<file path="config.mk">
export PLATFORM = sky130hd
export DESIGN_NAME = aes_round_ctrl
export DESIGN_NICKNAME = d
export VERILOG_FILES = /design/src/rtl/aes_round_ctrl.sv
export SDC_FILE = /design/constraint.sdc
export NUM_CORES = 1
export LEC_CHECK = 0
export CAP_MARGIN = 20
export CORE_AREA = 5 5 42 44
export CTS_CLUSTER_SIZE = 14
export DETAILED_ROUTE_END_ITERATION = 7
export DIE_AREA = 0 0 47 49
export PLACE_DENSITY = 0.7
export SYNTH_ARGS = -nofsm -noshare
export SYNTH_HDL_FRONTEND = slang
export SYNTH_SLANG_ARGS = --single-unit
export TNS_END_PERCENT = 10
</file>
<file path="constraint.sdc">
create_clock -name clk -period 2.3 [get_ports clk]
set_clock_uncertainty 0.15 [all_clocks]
set_input_delay 0.69 -clock clk [delete_from_list [all_inputs] [get_ports clk]]
set_output_delay 0.69 -clock clk [all_outputs]
set_load 0.01 [all_outputs]
</file>
<file path="src/rtl/aes_round_ctrl.sv">
// aes_round_ctrl: sequences the AES-128 round datapath enables over ten rounds.
// Define AES_ROUND_CTRL_ABORT_EN to add the abort input that cancels a block in flight.
module aes_round_ctrl (
    input  logic       clk,
    input  logic       rst,
    input  logic       in_valid,
    output logic       in_ready,
    input  logic       key_valid,
`ifdef AES_ROUND_CTRL_ABORT_EN
    input  logic       abort,
`endif
    output logic       load_en,
    output logic       sb_en,
    output logic       sr_en,
    output logic       mc_en,
    output logic       ark_en,
    output logic [3:0] round_idx,
    output logic       busy,
    output logic       out_valid,
    input  logic       out_ready
);
    typedef enum logic [2:0] {IDLE, INIT_ARK, SUB, SHIFT, MIX, ARK, DONE} state_t;
    state_t state;
    logic kill;
    logic last;
`ifdef AES_ROUND_CTRL_ABORT_EN
    assign kill = abort && state != IDLE;
`else
    assign kill = 1'b0;
`endif
    assign last = round_idx == 4'd10;
    always_ff @(posedge clk) begin
        if (rst || kill) begin
            state     <= IDLE;
            round_idx <= 4'd0;
        end else begin
            case (state)
                IDLE: if (in_valid) begin
                    state     <= INIT_ARK;
                    round_idx <= 4'd0;
                end
                INIT_ARK: if (key_valid) begin
                    state     <= SUB;
                    round_idx <= 4'd1;
                end
                SUB:   state <= SHIFT;
                SHIFT: state <= last ? ARK : MIX;
                MIX:   state <= ARK;
                ARK: if (key_valid) begin
                    state     <= last ? DONE : SUB;
                    round_idx <= last ? round_idx : round_idx + 4'd1;
                end
                DONE: if (out_ready) begin
                    state     <= IDLE;
                    round_idx <= 4'd0;
                end
                default: begin
                    state     <= IDLE;
                    round_idx <= 4'd0;
                end
            endcase
        end
    end
    // Enables are decoded from the state so that abort can suppress them in its own cycle.
    always_comb begin
        in_ready  = state == IDLE;
        busy      = state != IDLE;
        load_en   = in_ready && in_valid;
        sb_en     = state == SUB && !kill;
        sr_en     = state == SHIFT && !kill;
        mc_en     = state == MIX && !kill;
        ark_en    = (state == INIT_ARK || state == ARK) && key_valid && !kill;
        out_valid = state == DONE && !kill;
    end
endmodule
</file>
Word-level counts from Yosys, hierarchy flattened
Cells that the tools add are included.

Output and inout port bits: 12. Word-level logic and storage cells: 37. Register bits: 7. Bits of input ports: 5.

Muxes and demuxes: 13. Eq/ne operators: 12. Add/subtract/negate cells: 1. Bitwise operators: 1. Reduce and logical (&&, ||, !) cells: 8.

Operator list (count): $pmux W3 S7 (1); $mux W4 (5); $pmux W4 S5 (1); $mux W3 (5); $eq A3 B3 Y1 const B (3); $ne A2 B2 Y1 const B (4); $eq A3 B2 Y1 const B (2); $reduce_and A6 Y1 (1); $add A4 B1 Y4 const B (1); $eq A4 B4 Y1 const B (1); $reduce_and A4 Y1 (1); $eq A3 B1 Y1 const B (1); $logic_not A3 Y1 (1); $reduce_bool A3 Y1 (1); $reduce_or A3 Y1 (1); $logic_and A1 B1 Y1 (2); $ne A2 B1 Y1 const B (1); $logic_or A1 B1 Y1 (1); $mux W1 (1); $not A1 Y1 (1).

Depth between registers and ports, before layout
Gate-level depths: netlist (run 1).

Depth in word-level cells: 4. Gate-level depth with buffers: 6. Mapped depth without buffers: 6.

Worst setup path before layout (run 1)
No wires, ideal clock.

Path kind: register to output. From: reg state[1]. To: out load_en. Arrival time: 1.057 ns. Slack: 0.403 ns. Stages on the path, launching flop included: 4. Required time: 1.460 ns. Path buffers: 1. Cells stage by stage: dfxtp_1 buf_2 nor3_1 and2_1.

Word-level cells in the longest chain between the ends: 2.

Ends and longest elaborated chain: start: declaration (RTL line 23) `state_t state;`; start signal: assignment (RTL line 47) `SHIFT: state <= last ? ARK : MIX;`; start signal: assignment (RTL line 50) `state <= last ? DONE : SUB;`; $logic_not A3 Y1 (RTL line 66) `in_ready = state == IDLE;`; via in_ready (RTL line 7) `output logic in_ready,`; $logic_and A1 B1 Y1 (RTL line 68) `load_en = in_ready && in_valid;`; end: declaration (RTL line 12) `output logic load_en,`.

The timed path passes the listed nets, and every way through them passes these cells.

Worst setup path in the final report (run 1)
From: in in_valid. To: out load_en.

Word-level cells in the longest chain between the ends: 1.

Ends and longest elaborated chain: start: declaration (RTL line 6) `input logic in_valid,`; $logic_and A1 B1 Y1 (RTL line 68).

No other way between the ends.

==> key figures, run 1 <==
Clock tree
  • Worst-path clk slew: 0.05 ns
  • Clk_lat worst skew: between 0.2 and 0.3 ns
  • Root buffer selected by CTS: clkbuf_4
  • CTS tree: done
  • Clock sinks: 7
  • Htree depth: 1
  • Cts bufs inserted: 3
  • CTS max path bufs: 2
  • Hold buffers post-CTS: 0

Yosys
  • Syn Inst Count: 58
  • Synth top area share: 28.72%
  • Yosys reg bits: 7
  • Mapped Nets: 65
  • Syn Area/Cell: 8.413 µm²
  • Main synth FF type: dfxtp_1
  • Mapped Area: 488.0 µm²
  • Top post-synthesis cells by area: dfxtp_1 29%, a21oi_1 6.2%, ha_1 5.1%
  • Ys async rst share: 0%
  • Seq/Total Area, Yosys: roughly 29%
  • Top cell type by total area after synthesis: dfxtp_1
  • Yosys warns: 0
  • Post-synth EDFFs: 0
  • Post-synthesis cell type count: 27

Floorplanning
  • Starting density of the core: 34.82%
  • Die X-Extent: around 47 µm
  • Height of the die: 49 µm
  • Die ar.: 2303 µm²
  • Cell row count: 14
  • Core area: 1401 µm²
  • Ports: 17

Cells and area
  • Fin util: 52.41%
  • ANT cells: 0
  • Layout cells sized above 1: 26.83%
  • Reg area: 142.6 µm²
  • Growth of design area from synthesis to finish: 50.51%
  • Most frequent cells in the layout: 10 x clkdlybuf4s50_1, 7 x buf_4, 6 x a21oi_1, 5 x inv_1, 5 x dfxtp_1
  • Area of the multi-input gates: around 320 µm²
  • Layout Nets: 90
  • Fillcell total: 141
  • Final Cell Area: about 730 µm²
  • Commonest non-fill, non-tap cell in the layout: clkdlybuf4s50_1

Route
  • First-pass iteration count of the detailed router: 4
  • Routed Antenna Nets: 0
  • Post-DR vias/cell: about 5.4
  • Post-DR wirelength/cell: 12.33 µm
  • DRC violations left: 0
  • Initial drt markers: 6
  • Routed WL: 1208 µm
  • DR vias: roughly 530

Setup path
  • Slowest-stage cell, CP: clkdlybuf4s50_1
  • Critical Path AT: 1.40 ns
  • Setup slack, reg-to-reg: 0.38 ns
  • RR Startpoint: round_idx[1]$_SDFFE_PP0P_
  • Critical Path, Cell by Cell: clkdlybuf4s50_1 -> and2_1 -> clkbuf_2
  • Critical path startpoint category: primary input
  • Setup crit start: in_valid
  • Worst r2r dst: round_idx[3]$_SDFFE_PP0P_
  • Worst r2r path cells: 5
  • CP Capture Type: output pin
  • CP max FO: 2
  • Largest stage delay on the critical path: 0.47 ns
  • WP data required: 1.46 ns
  • Setup CP Type: primary input to output pin

STA
  • Measured slew at the worst slew-check pin: 0.6850 ns
  • Final worst slack: between 0.05 and 0.06 ns
  • Final period util: between 90% and 100%
  • Final min period: 2.241 ns
  • Fmax: 446.3 MHz
  • Fin. Hold Viols: 0
  • Final setup viols: 0
  • Fin. max-slew vios: 0
  • RSZ-0062 raised after global routing: no
  • Slew HR: a little over half

Placed design
  • Place WS: -0.3970 ns
  • Post-DP Area: 699.4 µm²
  • GP Congestion: roughly 0.8
  • Port bufs: 16
  • HPWL Detailed: 956.1 µm

Power
  • Leak: between 0.3 and 0.4 nW
  • Power per cell area: 474.1 nW/µm²
  • Peak supply drop: approximately 0.00031 V
  • Total power: roughly 0.35 mW

Run
  • Max Cap Viol: 0

Global route
  • Vias in the first global route: between 400 and 500
  • Antenna violations before repair: 0
  • GR Overflow Total: 0
  • Tot GR Track Use: between 10% and 20%
  • First-pass GRT wire length: around 1900 µm
  • Largest net degree at the start of global routing: 9

Min path
  • Hold EP: round_idx[3]$_SDFFE_PP0P_
  • Hold Startpoint: round_idx[3]$_SDFFE_PP0P_
  • HP Class: flop to flop
  • Hold path cells: 1

Outcome
  • Status: completed
-- per-layer routing --
layer	global-route usage, %	part of all wire [%]
met5	0	0
met4	8.295	2.3
met3	2.214	9.6
met2	17.19	45
met1	13.38	43
-- critical path, delay by kind of cell --
kind                   cells  cell delay [ns]
buffers and inverters      2             0.60
AND/OR/NAND/NOR            1             0.12
-- area by class of cell --
cell class                      count  area share, %
Tap cell                           16          2.726
Multi-Input combinational cell     42          43.44
Timing Repair Buffer               23          27.77
Inverter                            6          3.066
Clock buffer                        4          3.578
Sequential cell                     7          19.42
-- cells by family (layout without fill, tap and decap cells) --
group	after synthesis	count (layout)	share of synthesized area (%)
AND/OR/NAND/NOR	19	19	23.85
flip-flops	7	7	28.72
buffers and inverters	9	33	8.974
adder cells (fa/ha/maj)	2	2	5.127
AO/OA/AOI/OAI	21	21	33.34
-- synth_stat cells (2+ instances only) --
master and n:
dfxtp_1 7, a21oi_1 6, inv_1 6, nor2_1 4, o21ai_0 4, o21a_1 3
and2_1 2, buf_2 2, ha_1 2, nand3b_1 2, nor2b_1 2, nor3_1 2
o311ai_0 2
-- stage by stage --
step / TNS (ns) / std cells / hold slack, ns
6_report: 0 / 98 / 0.3588
5_1_grt: 0 / 98 / 0.3852
4_1_cts: -0.05636 / 98 / 0.3672
3_5_place_dp: -1.314 / 94 / 0.3597
3_3_place_gp: -1.208 / 94 / 0.3581
2_1_floorplan: 0 / 58 / 0.3823
-- power breakdown --
| part | switching (mW) | internal, mW | total [mW] |
|---|---|---|---|
| logic | 0.0420 | 0.0561 | 0.0981 |
| registers | 0.00975 | 0.127 | 0.137 |
| clock network | 0.0466 | 0.0663 | 0.113 |
-- how the worst max path moves through the flow --
| stage | cells past startpoint | endpoint |
|---|---|---|
| 3_5_place_dp | 3 | ark_en |
| 3_3_place_gp | 3 | ark_en |
| 5_1_grt | 3 | busy |
| 6_report | 3 | load_en |
| 4_1_cts | 3 | load_en |
| 2_1_floorplan | 3 | load_en |
-- sequential cells by signal (all words and copies together) (netlist names) --
signal     cells
state          3
round_idx      4
-- timing repair --
item / 4_1_cts / 5_1_grt
gates resized for setup: 14 / 2
gates cloned: 0 / 0
setup endpoints to repair: 8 / 2
buffers inserted: 0 / 0
hold endpoints to repair: 0 / 0
(Power assumes the default switching activity.)
==> run 2: changes to the inputs <==
- ABC_AREA: default -> 1
- PLACE_DENSITY: 0.7 -> 0.76
==> run 2 against run 1 <==
Compared with the run above:
- die area is the same
- via count grew 7.0%
- clock-buffer cell count shrank 1
- largest power group is now combinational cells
- sequential share of layout area shrank 1.0 points
- sequential power grew 21%
- routed wire length shrank 0.91%
- register-to-register slack gained 0.40 ns
- synthesized cell count grew 38%
- total power grew 49%
- setup slack gained 0.0083 ns
- flip-flop and latch count is the same
- critical path depth is the same
==> key figures, run 2 <==
Floorplanning
  • Die ar.: 2303 µm² (unchanged)
  • Die X-Extent: 47 µm (unchanged)
  • Ports: 17 (unchanged)
  • Starting density of the core: 40.18% (+5.4 points)
  • Height of the die: 49 µm (unchanged)
  • Cell row count: 14 (unchanged)
  • Core area: 1401 µm² (unchanged)

Cells and area
  • Reg with most FFs: round_idx
  • Layout cells sized above 1: 30.10% (+3.3 points)
  • Fillcell total: 135 (-4.3%)
  • Max FFs per register: 4 (unchanged)
  • Commonest non-fill, non-tap cell in the layout: nand2_1
  • Growth of design area from synthesis to finish: 43.78%
  • Most frequent cells in the layout: 13 x nand2_1, 10 x inv_1, 8 x nor2_1, 8 x nand3_1, 8 x clkdlybuf4s50_1
  • Top flop regs: round_idx: 4 flops, state: 3 flops
  • ANT cells: 0 (unchanged)
  • Layout Nets: 111 (+23%)

Clock tree
  • Cts bufs inserted: 3 (unchanged)
  • CTS max path bufs: 2 (unchanged)
  • CTS tree: done
  • Root buffer selected by CTS: clkbuf_4
  • Postcts setup bufs: 0 (unchanged)
  • Htree depth: 1 (unchanged)
  • Hold buffers post-CTS: 0 (unchanged)
  • Clk_lat worst skew: 0.25 ns (about the same)
  • Clock sinks: 7 (unchanged)
  • Worst-path clk slew: 0.05 ns (about the same)

Yosys
  • Seq/Total Area, Yosys: 24.89% (-3.8 points)
  • Mapped Nets: 87 (+34%)
  • Mux share of post-synthesis cell area: 0% (unchanged)
  • Yosys warns: 0 (unchanged)
  • Adder-cell share of the synthesized area: 4.444% (-0.68 points)
  • Ys async rst share: 0% (unchanged)
  • Top cell type by total area after synthesis: dfxtp_1
  • Post-synthesis cell type count: 22 (-19%)
  • Simple-Gate Fraction of Synth Area: 49.56% (+26 points)
  • Top post-synthesis cells by area: dfxtp_1 25%, nand2_1 9.3%, nand2_4 8.0%
  • Most frequent cell after synthesis: nand2_1
  • Syn Area/Cell: 7.038 µm² (-16%)
  • Xor/xnor share of the synthesized area: 1.556% (+1.6 points)
  • Mapped Area: 563.0 µm² (+15%)
  • Largest family of logic cells by synthesized area: simple AND/OR/NAND/NOR gates
  • Yosys reg bits: 7 (unchanged)
  • Main synth FF type: dfxtp_1
  • Syn Inst Count: 80 (+38%)
  • Synth top area share: 24.89% (-3.8 points)
  • Top cells by count, synth: 14 x nand2_1, 10 x inv_1, 9 x nor2_1
  • Post-synth EDFFs: 0 (unchanged)
  • Complex-gate fraction of the synthesized area: 9.333% (-24 points)

Global route
  • Tot GR Track Use: 11.35% (+0.024 points)
  • First-pass GRT wire length: 1994 µm (+5.1%)
  • Largest net degree at the start of global routing: 8 (-1)
  • GR Overflow Total: 0 (unchanged)
  • Antenna violations before repair: 0 (unchanged)
  • Vias in the first global route: 495 (+6.0%)

Route
  • Routed Antenna Nets: 0 (unchanged)
  • DRC violations left: 0 (unchanged)
  • DR vias: 566 (+7.0%)
  • First-pass iteration count of the detailed router: 4 (unchanged)
  • Post-DR vias/cell: 4.756 (-12%)
  • Initial drt markers: 9 (+3)
  • Post-DR wirelength/cell: 10.06 µm (-18%)
  • Routed WL: 1197 µm (-0.91%)

Run
  • Max Cap Viol: 0 (unchanged)

STA
  • Measured slew at the worst slew-check pin: 0.2444 ns (-0.4406 ns)
  • Final period util: 97.06% (-0.36 points)
  • Final min period: 2.232 ns (-0.008253 ns)
  • Fin. Hold Viols: 0 (unchanged)
  • Fin. max-slew vios: 0 (unchanged)
  • Fmax: 448.0 MHz (+0.37%)
  • Final setup viols: 0 (unchanged)
  • Slew HR: 83.69% (+30 points)
  • RSZ-0062 raised after global routing: no
  • Final worst slack: 0.06770 ns (+0.008253 ns)

Placed design
  • Place WS: -0.3910 ns (+0.006061 ns)
  • Port bufs: 16 (unchanged)
  • HPWL Detailed: 986.5 µm (+3.2%)
  • GP Congestion: 0.7920 (-0.98%)

Power
  • Leak: 0.4237 nW (+35%)
  • Total power: 0.5184 mW (+49%)
  • Peak supply drop: 0.0004650 V (+48%)
  • Power per cell area: 640.4 nW/µm² (+35%)

Setup path
  • Largest stage delay on the critical path: 0.55 ns (+0.08 ns)
  • Setup CP Type: flop to output pin
  • CP Capture Type: output pin
  • Critical Path AT: 1.39 ns (about the same)
  • CP max FO: 7 (+5)
  • Critical Path, Cell by Cell: nand2_2 -> nor2_4 -> clkdlybuf4s50_1
  • Slowest-stage cell, CP: clkdlybuf4s50_1
  • WP data required: 1.46 ns (about the same)
  • Critical path startpoint category: flop

Outcome
  • Status: completed

Min path
  • HP Class: flop to flop
==> run 2: critical path: cells and delay by family, from the launching register on <==
kind                   cells  cell delay (ns)
flip-flops                 1             0.40
buffers and inverters      1             0.55
AND/OR/NAND/NOR            2             0.20
==> run 2: timing repair <==
item                                    4_1_cts  5_1_grt
cloned                                        0        0
resized for setup                            15        7
pin swaps                                     1        2
endpoints found under the setup margin        8        5
==> run 2: path summary, 6_finish.rpt <==
kind	from	to	slack, ns	depth (start not counted)
worst max-delay path	state[2]$_SDFFE_PP0P_	out_valid	0.07	3
worst min-delay path	round_idx[2]$_SDFFE_PP0P_	round_idx[2]$_SDFFE_PP0P_	0.39	2
worst max register to register	round_idx[0]$_SDFFE_PP0P_	round_idx[1]$_SDFFE_PP0P_	0.78	7
worst min register to register	round_idx[2]$_SDFFE_PP0P_	round_idx[2]$_SDFFE_PP0P_	0.39	2
==> run 2: report_power, final <==
group / switching (mW) / internal [mW] / total [mW]
sequential: 0.0286 / 0.138 / 0.166
combinational: 0.132 / 0.112 / 0.244
clock: 0.0445 / 0.0634 / 0.108
total: 0.206 / 0.313 / 0.518
==> run 2: cell families (layout without fill, tap and decap cells) <==
group | count (synthesis) | count (layout)
AO/OA/AOI/OAI | 10 | 10
flip-flops | 7 | 7
AND/OR/NAND/NOR | 46 | 46
buffers and inverters | 14 | 37
XOR/XNOR | 1 | 1
adder cells (fa/ha/maj) | 2 | 2
==> run 2: layer usage <==
metal	part of all wire [%]	up-vias	GRT usage, %	wire [µm]
met5	0	-	0	0
met4	1.5	0	4.147	18
met3	5.5	2	1.476	66
met2	50	15	18.78	603
met1	43	245	14.35	509
li1	-	304	-	-
==> run 2: final cells by class <==
cell class	count	area [µm²]	share of cell area, %
Multi-Input combinational cell	59	375.4	46.37
Timing Repair Buffer	20	187.7	23.18
Sequential cell	7	148.9	18.39
Inverter	13	50.05	6.182
Clock buffer	3	22.52	2.782
Tap cell	16	20.02	2.473
Clock inverter	1	5.005	0.6182
==> run 2: per-stage QoR <==
stage | instance area [µm²] | TNS (ns) | utilization [%] | hold slack [ns] | instances
2_1_floorplan | 563.0 | 0 | - | 0.3802 | 80
3_3_place_gp | 765.7 | -0.7274 | 54.64 | 0.3739 | 115
3_5_place_dp | 765.7 | -0.7762 | 54.64 | 0.3881 | 115
4_1_cts | 789.5 | 0 | 56.34 | 0.3944 | 119
5_1_grt | 809.5 | 0 | 57.77 | 0.4152 | 119
6_report | 809.5 | 0 | 57.77 | 0.3853 | 119
